## config.mk

```make
export PLATFORM = sky130hd
export DESIGN_NAME = controle_elevador_flat
export DESIGN_NICKNAME = d
export VERILOG_FILES = /design/src/rtl/controle_elevador_if.sv /design/src/rtl/controle_elevador.sv /design/src/flat_wrapper.sv
export SDC_FILE = /design/constraint.sdc
export NUM_CORES = 1
export LEC_CHECK = 0
export BUFFER_PORTS_ARGS = -buffer_cell sky130_fd_sc_hd__buf_2
export CAP_MARGIN = 20
export CORE_MARGIN = 2
export CORE_UTILIZATION = 35
export DETAILED_ROUTE_END_ITERATION = 6
export GPL_ROUTABILITY_DRIVEN = 0
export GPL_TIMING_DRIVEN = 0
export SLEW_MARGIN = 20
export SYNTH_ARGS = -nofsm -noshare
export SYNTH_HDL_FRONTEND = slang
export SYNTH_SLANG_ARGS = --single-unit
```

## constraint.sdc

```tcl
create_clock -name clk -period 3.32 [get_ports clk]
set_input_delay 0.332 -clock clk [delete_from_list [all_inputs] [get_ports clk]]
set_output_delay 0.332 -clock clk [all_outputs]
set_load 0.05 [all_outputs]
```

## src/rtl/controle_elevador_if.sv

```systemverilog
// Elevator controller signal bundle: floor calls in, car position/status out.
// Latency: none, wires only.
// Backpressure: none; calls are level-sampled and latched by the controller.
//   chamada      : floor call requests, bit i = floor i (driven by master)
//   andar        : current floor 0..3
//   B1, B0       : registered direction/state code for the display decoder
//   porta_aberta : door open
//   pendentes    : registered outstanding requests
interface controle_elevador_if;
   logic [3:0] chamada;
   logic [1:0] andar;
   logic       B0;
   logic       B1;
   logic       porta_aberta;
   logic [3:0] pendentes;

   modport master (
      output chamada,
      input  andar, B0, B1, porta_aberta, pendentes
   );

   modport slave (
      input  chamada,
      output andar, B0, B1, porta_aberta, pendentes
   );
endinterface

```

## src/rtl/controle_elevador.sv

```systemverilog
// Four-floor elevator controller: latches calls, moves the car, opens the door.
// Latency: a call is acted on at the next rising edge; floor steps every T_ANDAR edges.
// Backpressure: none; calls are never refused, they accumulate in pendentes.
//   clk, rst : clock and asynchronous active-high reset
//   bus      : slave side of controle_elevador_if (chamada in; andar, B1/B0,
//              porta_aberta, pendentes out, all registered)
module controle_elevador #(
   parameter int T_ANDAR = 4,
   parameter int T_PORTA = 3
) (
   input logic                clk,
   input logic                rst,
   controle_elevador_if.slave bus
);

   // State encoding doubles as the display code {B1,B0}.
   typedef enum logic [1:0] {
      PARADO   = 2'b00,
      SUBINDO  = 2'b01,
      DESCENDO = 2'b10,
      PORTA    = 2'b11
   } estado_t;

   localparam int CMAX = (T_ANDAR > T_PORTA) ? T_ANDAR : T_PORTA;
   localparam int CW   = $clog2(CMAX);
   // Counters load N-1 and the transition happens on the edge where they read 0,
   // giving exactly N edges in the state.
   localparam logic [CW-1:0] CARGA_ANDAR = CW'(T_ANDAR - 1);
   localparam logic [CW-1:0] CARGA_PORTA = CW'(T_PORTA - 1);

   estado_t       estado_q, estado_d;
   logic [1:0]    andar_q, andar_d;
   logic [3:0]    pend_q, pend_d;
   logic [CW-1:0] cnt_q, cnt_d;
   logic          ult_q, ult_d;      // last travel direction, 1 = up
   logic          porta_q, porta_d;

   logic [3:0]    req;
   logic [1:0]    andar_prox;
   logic          acima, abaixo;
   logic          ir_sobe, ir_desce, ir_porta;

   // A call arriving this very cycle counts as much as a latched one.
   assign req = pend_q | bus.chamada;

   function automatic logic tem_acima(input logic [3:0] r, input logic [1:0] f);
      logic res;
      res = 1'b0;
      for (int i = 0; i < 4; i++) begin
         if (i > int'(f)) res = res | r[i];
      end
      return res;
   endfunction

   function automatic logic tem_abaixo(input logic [3:0] r, input logic [1:0] f);
      logic res;
      res = 1'b0;
      for (int i = 0; i < 4; i++) begin
         if (i < int'(f)) res = res | r[i];
      end
      return res;
   endfunction

   assign acima  = tem_acima(req, andar_q);
   assign abaixo = tem_abaixo(req, andar_q);

   always_comb begin
      estado_d   = estado_q;
      andar_d    = andar_q;
      cnt_d      = cnt_q;
      ult_d      = ult_q;
      pend_d     = pend_q | bus.chamada;
      andar_prox = andar_q;
      ir_sobe    = 1'b0;
      ir_desce   = 1'b0;
      ir_porta   = 1'b0;

      case (estado_q)
         PARADO: begin
            if (req[andar_q]) begin
               ir_porta = 1'b1;
            end else if (acima && abaixo) begin
               ir_sobe  = ult_q;
               ir_desce = !ult_q;
            end else if (acima) begin
               ir_sobe = 1'b1;
            end else if (abaixo) begin
               ir_desce = 1'b1;
            end
         end

         SUBINDO, DESCENDO: begin
            if (cnt_q != '0) begin
               cnt_d = cnt_q - 1'b1;
            end else begin
               // Floor-step edge: every decision looks at the floor being entered.
               andar_prox = (estado_q == SUBINDO) ? andar_q + 2'd1 : andar_q - 2'd1;
               andar_d    = andar_prox;
               if (req[andar_prox]) begin
                  ir_porta = 1'b1;
               end else if ((estado_q == SUBINDO) ? tem_acima(req, andar_prox)
                                                  : tem_abaixo(req, andar_prox)) begin
                  cnt_d = CARGA_ANDAR;
               end else begin
                  estado_d = PARADO;
                  cnt_d    = '0;
               end
            end
         end

         PORTA: begin
            if (cnt_q != '0) begin
               cnt_d = cnt_q - 1'b1;
            end else if (ult_q ? acima : abaixo) begin
               ir_sobe  = ult_q;
               ir_desce = !ult_q;
            end else if (ult_q ? abaixo : acima) begin
               ir_sobe  = !ult_q;
               ir_desce = ult_q;
            end else begin
               estado_d = PARADO;
            end
         end

         default: estado_d = PARADO;
      endcase

      if (ir_porta) begin
         estado_d = PORTA;
         cnt_d    = CARGA_PORTA;
      end else if (ir_sobe) begin
         estado_d = SUBINDO;
         cnt_d    = CARGA_ANDAR;
         ult_d    = 1'b1;
      end else if (ir_desce) begin
         estado_d = DESCENDO;
         cnt_d    = CARGA_ANDAR;
         ult_d    = 1'b0;
      end

      // The floor with the door open is served: calls to it are absorbed
      // without extending the door time.
      if (estado_q == PORTA) pend_d[andar_q] = 1'b0;
      if (estado_d == PORTA) pend_d[andar_d] = 1'b0;

      porta_d = (estado_d == PORTA);
   end

   always_ff @(posedge clk or posedge rst) begin
      if (rst) begin
         estado_q <= PARADO;
         andar_q  <= 2'd0;
         pend_q   <= 4'b0000;
         cnt_q    <= '0;
         ult_q    <= 1'b1;
         porta_q  <= 1'b0;
      end else begin
         estado_q <= estado_d;
         andar_q  <= andar_d;
         pend_q   <= pend_d;
         cnt_q    <= cnt_d;
         ult_q    <= ult_d;
         porta_q  <= porta_d;
      end
   end

   assign bus.andar        = andar_q;
   assign bus.B1           = estado_q[1];
   assign bus.B0           = estado_q[0];
   assign bus.porta_aberta = porta_q;
   assign bus.pendentes    = pend_q;

endmodule

```

## src/flat_wrapper.sv

```systemverilog
// flat-port wrapper written by rule: the top's interface ports become plain ports
module controle_elevador_flat 
#(
   parameter int T_ANDAR = 4,
   parameter int T_PORTA = 3
)
  (clk, rst, bus_chamada, bus_andar, bus_B0, bus_B1, bus_porta_aberta, bus_pendentes);
  controle_elevador_if bus_i ();
  input logic clk;
  input logic rst;
  input wire logic [$bits(bus_i.chamada)-1:0] bus_chamada;
  output wire logic [$bits(bus_i.andar)-1:0] bus_andar;
  output wire logic [$bits(bus_i.B0)-1:0] bus_B0;
  output wire logic [$bits(bus_i.B1)-1:0] bus_B1;
  output wire logic [$bits(bus_i.porta_aberta)-1:0] bus_porta_aberta;
  output wire logic [$bits(bus_i.pendentes)-1:0] bus_pendentes;
  assign bus_i.chamada = bus_chamada;
  assign bus_andar = bus_i.andar;
  assign bus_B0 = bus_i.B0;
  assign bus_B1 = bus_i.B1;
  assign bus_porta_aberta = bus_i.porta_aberta;
  assign bus_pendentes = bus_i.pendentes;
  controle_elevador #(.T_ANDAR(T_ANDAR), .T_PORTA(T_PORTA)) u_core (.clk(clk), .rst(rst), .bus(bus_i));
endmodule
```

==> results of run 1 <==
[registers in the layout, summed over array words and instances (netlist names)]
signal / cells
u_core.estado_q: 2
u_core.bus.porta_aberta: 1
u_core.cnt_q: 2
u_core.ult_q: 1
u_core.bus.pendentes: 4
u_core.bus.andar: 2
[synth_stat cells (all sizes together)]
cell type / instances / area [µm²]
inv: 12 / 45.0
dfrtp: 11 / 275
ha: 10 / 125
a21oi: 8 / 40.0
nor2: 8 / 30.0
o21ai: 8 / 40.0
a221oi: 4 / 60.1
nand2: 4 / 15.0
nor3: 4 / 20.0
nand2b: 3 / 18.8
nor4: 3 / 18.8
o221ai: 3 / 26.3
a211o: 2 / 17.5
a31oi: 2 / 12.5
nor4b: 2 / 30.0
o211a: 2 / 20.0
o21a: 2 / 15.0
o21bai: 2 / 15.0
or2: 2 / 12.5
a211oi: 1 / 7.51
a21boi: 1 / 7.51
a2bb2oi: 1 / 8.76
and2: 1 / 6.26
and4bb: 1 / 12.5
buf: 1 / 3.75
dfstp: 1 / 26.3
mux4: 1 / 22.5
nor2b: 1 / 6.26
o2111a: 1 / 11.3
o221a: 1 / 11.3
o32a: 1 / 10.0
o32ai: 1 / 8.76
o41ai: 1 / 8.76
xnor2: 1 / 8.76
xor2: 1 / 8.76
[final timing paths]
check,slack [ns],to,depth (start not counted)
worst max-delay path,0.36,u_core.bus.porta_aberta$_DFF_PP0_,8
worst min-delay path,0.05,u_core.bus.pendentes[0]$_DFF_PP0_,2
worst max register to register,0.36,u_core.bus.porta_aberta$_DFF_PP0_,8
worst min register to register,0.52,u_core.cnt_q[1]$_DFFE_PP0P_,2
max in group asynchronous,2.92,u_core.ult_q$_DFFE_PP1P_,2
min in group clk,0.49,u_core.bus.pendentes[3]$_DFF_PP0_,3
[layout make-up]
cell class | instances | area (µm²) | area share, %
plain buffers | 1 | 3.75 | 0.326
clock buffers | 4 | 36.3 | 3.15
inverters | 12 | 45.0 | 3.91
multi-input cells | 83 | 656 | 57.0
flip-flops and latches | 12 | 302 | 26.2
well taps | 31 | 38.8 | 3.37
repair buffers | 14 | 70.1 | 6.09
[metrics by stage]
stage / utilization [%] / cell area (µm²) / hold slack, ns
floorplan: - / 1010 / 0.196
CTS: 42.1 / 1150 / 0.0704
global route: 42.1 / 1150 / 0.0730
global placement: 40.8 / 1110 / 0.367
finish: 42.1 / 1150 / 0.0500
detailed placement: 40.8 / 1110 / 0.373
[kinds of logic after synthesis]
group                    Yosys count  share of synthesized area [%]
AO/OA/AOI/OAI                     41                           31.8
XOR/XNOR                           2                           1.74
adder cells (fa/ha/maj)           10                           12.4
buffers and inverters             13                           4.85
flip-flops                        12                           30.0
multiplexers                       1                           2.24
AND/OR/NAND/NOR                   29                           16.9
[routing by layer]
| metal | up-vias | wire (µm) |
|---|---|---|
| met2 | 19 | 1110 |
| met4 | 0 | 36 |
| met3 | 4 | 88 |
| met1 | 442 | 1180 |
| li1 | 457 | - |
| met5 | - | 0 |
==> run metrics, run 1 <==
outcome finished, final reports clean; Required @ worst endpoint 3.54 ns; startpoint types flop; CTS sink cnt 12; Mapped Avg Cell Area 9.31 µm²; Ports 15; DRT Pass-1 Iters 4; post-route ant nets 0; CP Buf/Inv Count 1; Antenna Cells 0; clk buf depth 2; CP max stage delay 0.58 ns; PortBufs 14; area grow syn2layout 14.4%; critical path's slowest cell dfrtp_1; Mapped Nets 124; dpl hpwl 1.87 mm; Least-Margin Pin Slew 0.550 ns; Root Driver clkbuf_4; Detailed Route Iter0 Violations 21; drt via density 5.87; final setup TNS 0 ns; Placed Cells 153; Die Y 57.6 µm; CP Data Arrival Time 3.17 ns; total gr overflow 0; Die ar. 0.00332 mm²; crit-path max FO 11; pre-CTS setup slack 0.407 ns; vias in the first global route 866; Post-Syn Instances 108; Mapped Area 0.00101 mm²; R2R Path Start u_core.bus.andar[0]$_DFF_PP0_; most used routing layer met2; met2 GRT Util 24.2%; final worst slack 0.362 ns; met1 Use GR 22.6%; # setup viols final 0; relative slew slack 63.3%; Clk Latency, worst-skew pair 0.28 ns; CTS tree done; Num CTS Buffers 3; post-route DRC violation count 0; Hold Crit Class input pin to async pin; Worst-path clk slew 0.08 ns; post-synthesis register bit count 12; postcts setup bufs 0; Layout Nets 143; post-cts sizing count 0; most frequent cells in the layout 14 x buf_2, 12 x inv_1, 11 x dfrtp_1; Starting Density 36.8%; layout cells sized above 1 22.2%; CTS hold repair buffers 0; Max Cap Viol 0; Final Cycle Share 89.1%; crit path time final 2.96 ns; initial antenna violation count 0; Ys Warns 0; Distinct cells, synth 36; Fmax 0.338 GHz; RSZ-0062 raised after global routing false; pin count of the biggest net entering global routing 13; global-route wire length before repair 4.15 mm; worst path cell trace inv_1, ha_1, xor2_1, mux4_2, a2bb2oi_1, nor2_1, a211o_1, nor2b_1; CP Capture Type flop; Total Routing Usage GR 16.0%; endpoints failing hold 0; Worst Setup SP u_core.bus.andar[0]$_DFF_PP0_; Core ar. 0.00273 mm²; Setup CP Type flop to flop; Non-Filler Instances 157; Max Slew Vio Count 0; met3 GRT Util 2.46%; CTS H-tree lvls 1; via count 922; WL per Instance 15.4 µm; CP top delay family flip-flops; commonest non-fill, non-tap cell in the layout buf_2; Setup Skew 0.00400 ns; routed wire length 2.41 mm; # rows 19; die span in x 57.6 µm; filler cell count 277; register area share after synthesis 30.0%
Power of run 1 is not shown: default switching activity piles up to over one toggle a cycle in this logic, so the estimate is an artifact.
==> inputs of run 2 (changes only) <==
BUFFER_PORTS_ARGS = -buffer_cell sky130_fd_sc_hd__clkbuf_2   (was -buffer_cell sky130_fd_sc_hd__buf_2)
==> run metrics, run 2 (synthesis results as in run 1) <==
fin area 0.00115 mm² (unchanged); Max Slew Vio Count 0 (unchanged); vias in the first global route 927 (+7.0%); met1 Use GR 21.4% (-1.2 points); most used routing layer met2; crit path time final 2.96 ns (+0.000649 ns); most frequent cells in the layout 14 x clkbuf_2, 12 x inv_1, 11 x dfrtp_1; # rows 19 (unchanged); pre-CTS setup slack 0.377 ns (-0.0299 ns); Area after DPL 0.00111 mm² (unchanged); global-route wire length before repair 4.25 mm (+2.3%); met2 GRT Util 24.7% (+0.49 points); CP Data Arrival Time 3.17 ns (about the same); pin count of the biggest net entering global routing 13 (unchanged); CP Capture Type flop; Fmax 0.338 GHz (about the same); Root Driver clkbuf_4; Hold Crit Class input pin to async pin; Setup CP Type flop to flop; Clk Latency, worst-skew pair 0.28 ns (about the same); commonest non-fill, non-tap cell in the layout clkbuf_2; die span in x 57.6 µm (unchanged); Setup Skew 0.00229 ns (-0.00171 ns); max FFs per register 4 (unchanged); relative slew slack 64.9% (+1.5 points); CTS hold repair buffers 0 (unchanged); Antenna Cells 0 (unchanged); dpl hpwl 1.83 mm (-2.7%); Starting Density 36.8% (unchanged); PortBufs 14 (unchanged); layout cells sized above 1 22.2% (unchanged); CTS sink cnt 12 (unchanged); crit-path max FO 11 (unchanged); worst path cell trace inv_1, ha_1, xor2_1, mux4_2, a2bb2oi_1, nor2_1, a211o_1, nor2b_1; CTS tree done; post-cts sizing count 0 (unchanged); total gr overflow 0 (unchanged); Ports 15 (unchanged); post-route ant nets 0 (unchanged); RSZ-0062 raised after global routing false; final setup TNS 0 ns (unchanged); Die ar. 0.00332 mm² (unchanged); final worst slack 0.361 ns (-0.000649 ns); Least-Margin Pin Slew 0.527 ns (-0.0229 ns); Total Routing Usage GR 16.6% (+0.53 points); filler cell count 265 (-4.3%); area grow syn2layout 14.4% (unchanged); Final Cycle Share 89.1% (about the same); startpoint types flop; Worst-path clk slew 0.08 ns (about the same); routed wire length 2.39 mm (-0.66%); endpoints failing hold 0 (unchanged); clk buf depth 2 (unchanged); met3 GRT Util 4.02% (+1.6 points); outcome finished, final reports clean; # setup viols final 0 (unchanged); DRT Pass-1 Iters 4 (unchanged); Util after Layout 42.1% (unchanged); critical path's slowest cell dfrtp_1; post-route DRC violation count 0 (unchanged); postcts setup bufs 0 (unchanged); Layout Nets 143 (unchanged); via count 928 (+0.65%); Detailed Route Iter0 Violations 18 (-14%); initial antenna violation count 0 (unchanged); CTS H-tree lvls 1 (unchanged); Core ar. 0.00273 mm² (unchanged); Max Cap Viol 0 (unchanged); drt via density 5.91 (+0.65%); WL per Instance 15.2 µm (-0.66%); CP max stage delay 0.59 ns (about the same); Required @ worst endpoint 3.53 ns (about the same); Num CTS Buffers 3 (unchanged); Die Y 57.6 µm (unchanged)
run 2: cell types whose count changed in the layout (fill, tap and decap cells not counted), sizes merged:
cell and delta:
clkbuf +14, buf -14
run 2: final timing paths:
| check | start | to | slack (ns) | cells after the start |
|---|---|---|---|---|
| max | u_core.bus.andar[0]$_DFF_PP0_ | u_core.bus.porta_aberta$_DFF_PP0_ | 0.36 | 8 |
| min | rst | u_core.estado_q[0]$_DFF_PP0_ | 0.04 | 2 |
| max reg2reg | u_core.bus.andar[0]$_DFF_PP0_ | u_core.bus.porta_aberta$_DFF_PP0_ | 0.36 | 8 |
| min reg2reg | u_core.cnt_q[1]$_DFFE_PP0P_ | u_core.cnt_q[1]$_DFFE_PP0P_ | 0.55 | 2 |
| max in group asynchronous | rst | u_core.ult_q$_DFFE_PP1P_ | 2.92 | 2 |
| min in group clk | bus_chamada[3] | u_core.bus.pendentes[3]$_DFF_PP0_ | 0.48 | 3 |
run 2: stage by stage:
stage,hold slack [ns],cells
3_5_place_dp,0.377,153
3_3_place_gp,0.350,153
4_1_cts,0.0628,157
6_report,0.0434,157
5_1_grt,0.0850,157
2_1_floorplan,0.196,108
run 2: layout make-up:
type	instances	area (µm²)	share of cell area, %
multi-input combinational	83	656	57.0
sequential	12	302	26.2
timing repair buffer	14	70.1	6.09
inverter	12	45.0	3.91
tap	31	38.8	3.37
clock buffer	4	36.3	3.15
buffer	1	3.75	0.326
run 2: metal layers:
| metal | part of all wire [%] | wire, µm | vias up |
|---|---|---|---|
| met4 | 2.6 | 62 | 0 |
| li1 | - | - | 452 |
| met3 | 6.2 | 148 | 6 |
| met2 | 46 | 1090 | 27 |
| met5 | 0 | 0 | - |
| met1 | 46 | 1090 | 443 |
run 2: worst max-delay path, delay by kind of cell, from the launching register on:
family | cells | cell delay, ns
buf+inv | 1 | 0.21
xor+xnor | 1 | 0.25
flops | 1 | 0.59
mux | 1 | 0.55
simple gates | 2 | 0.43
fa+ha+maj | 1 | 0.40
compound gates | 2 | 0.46
Power of run 2 is left out for the same reason.
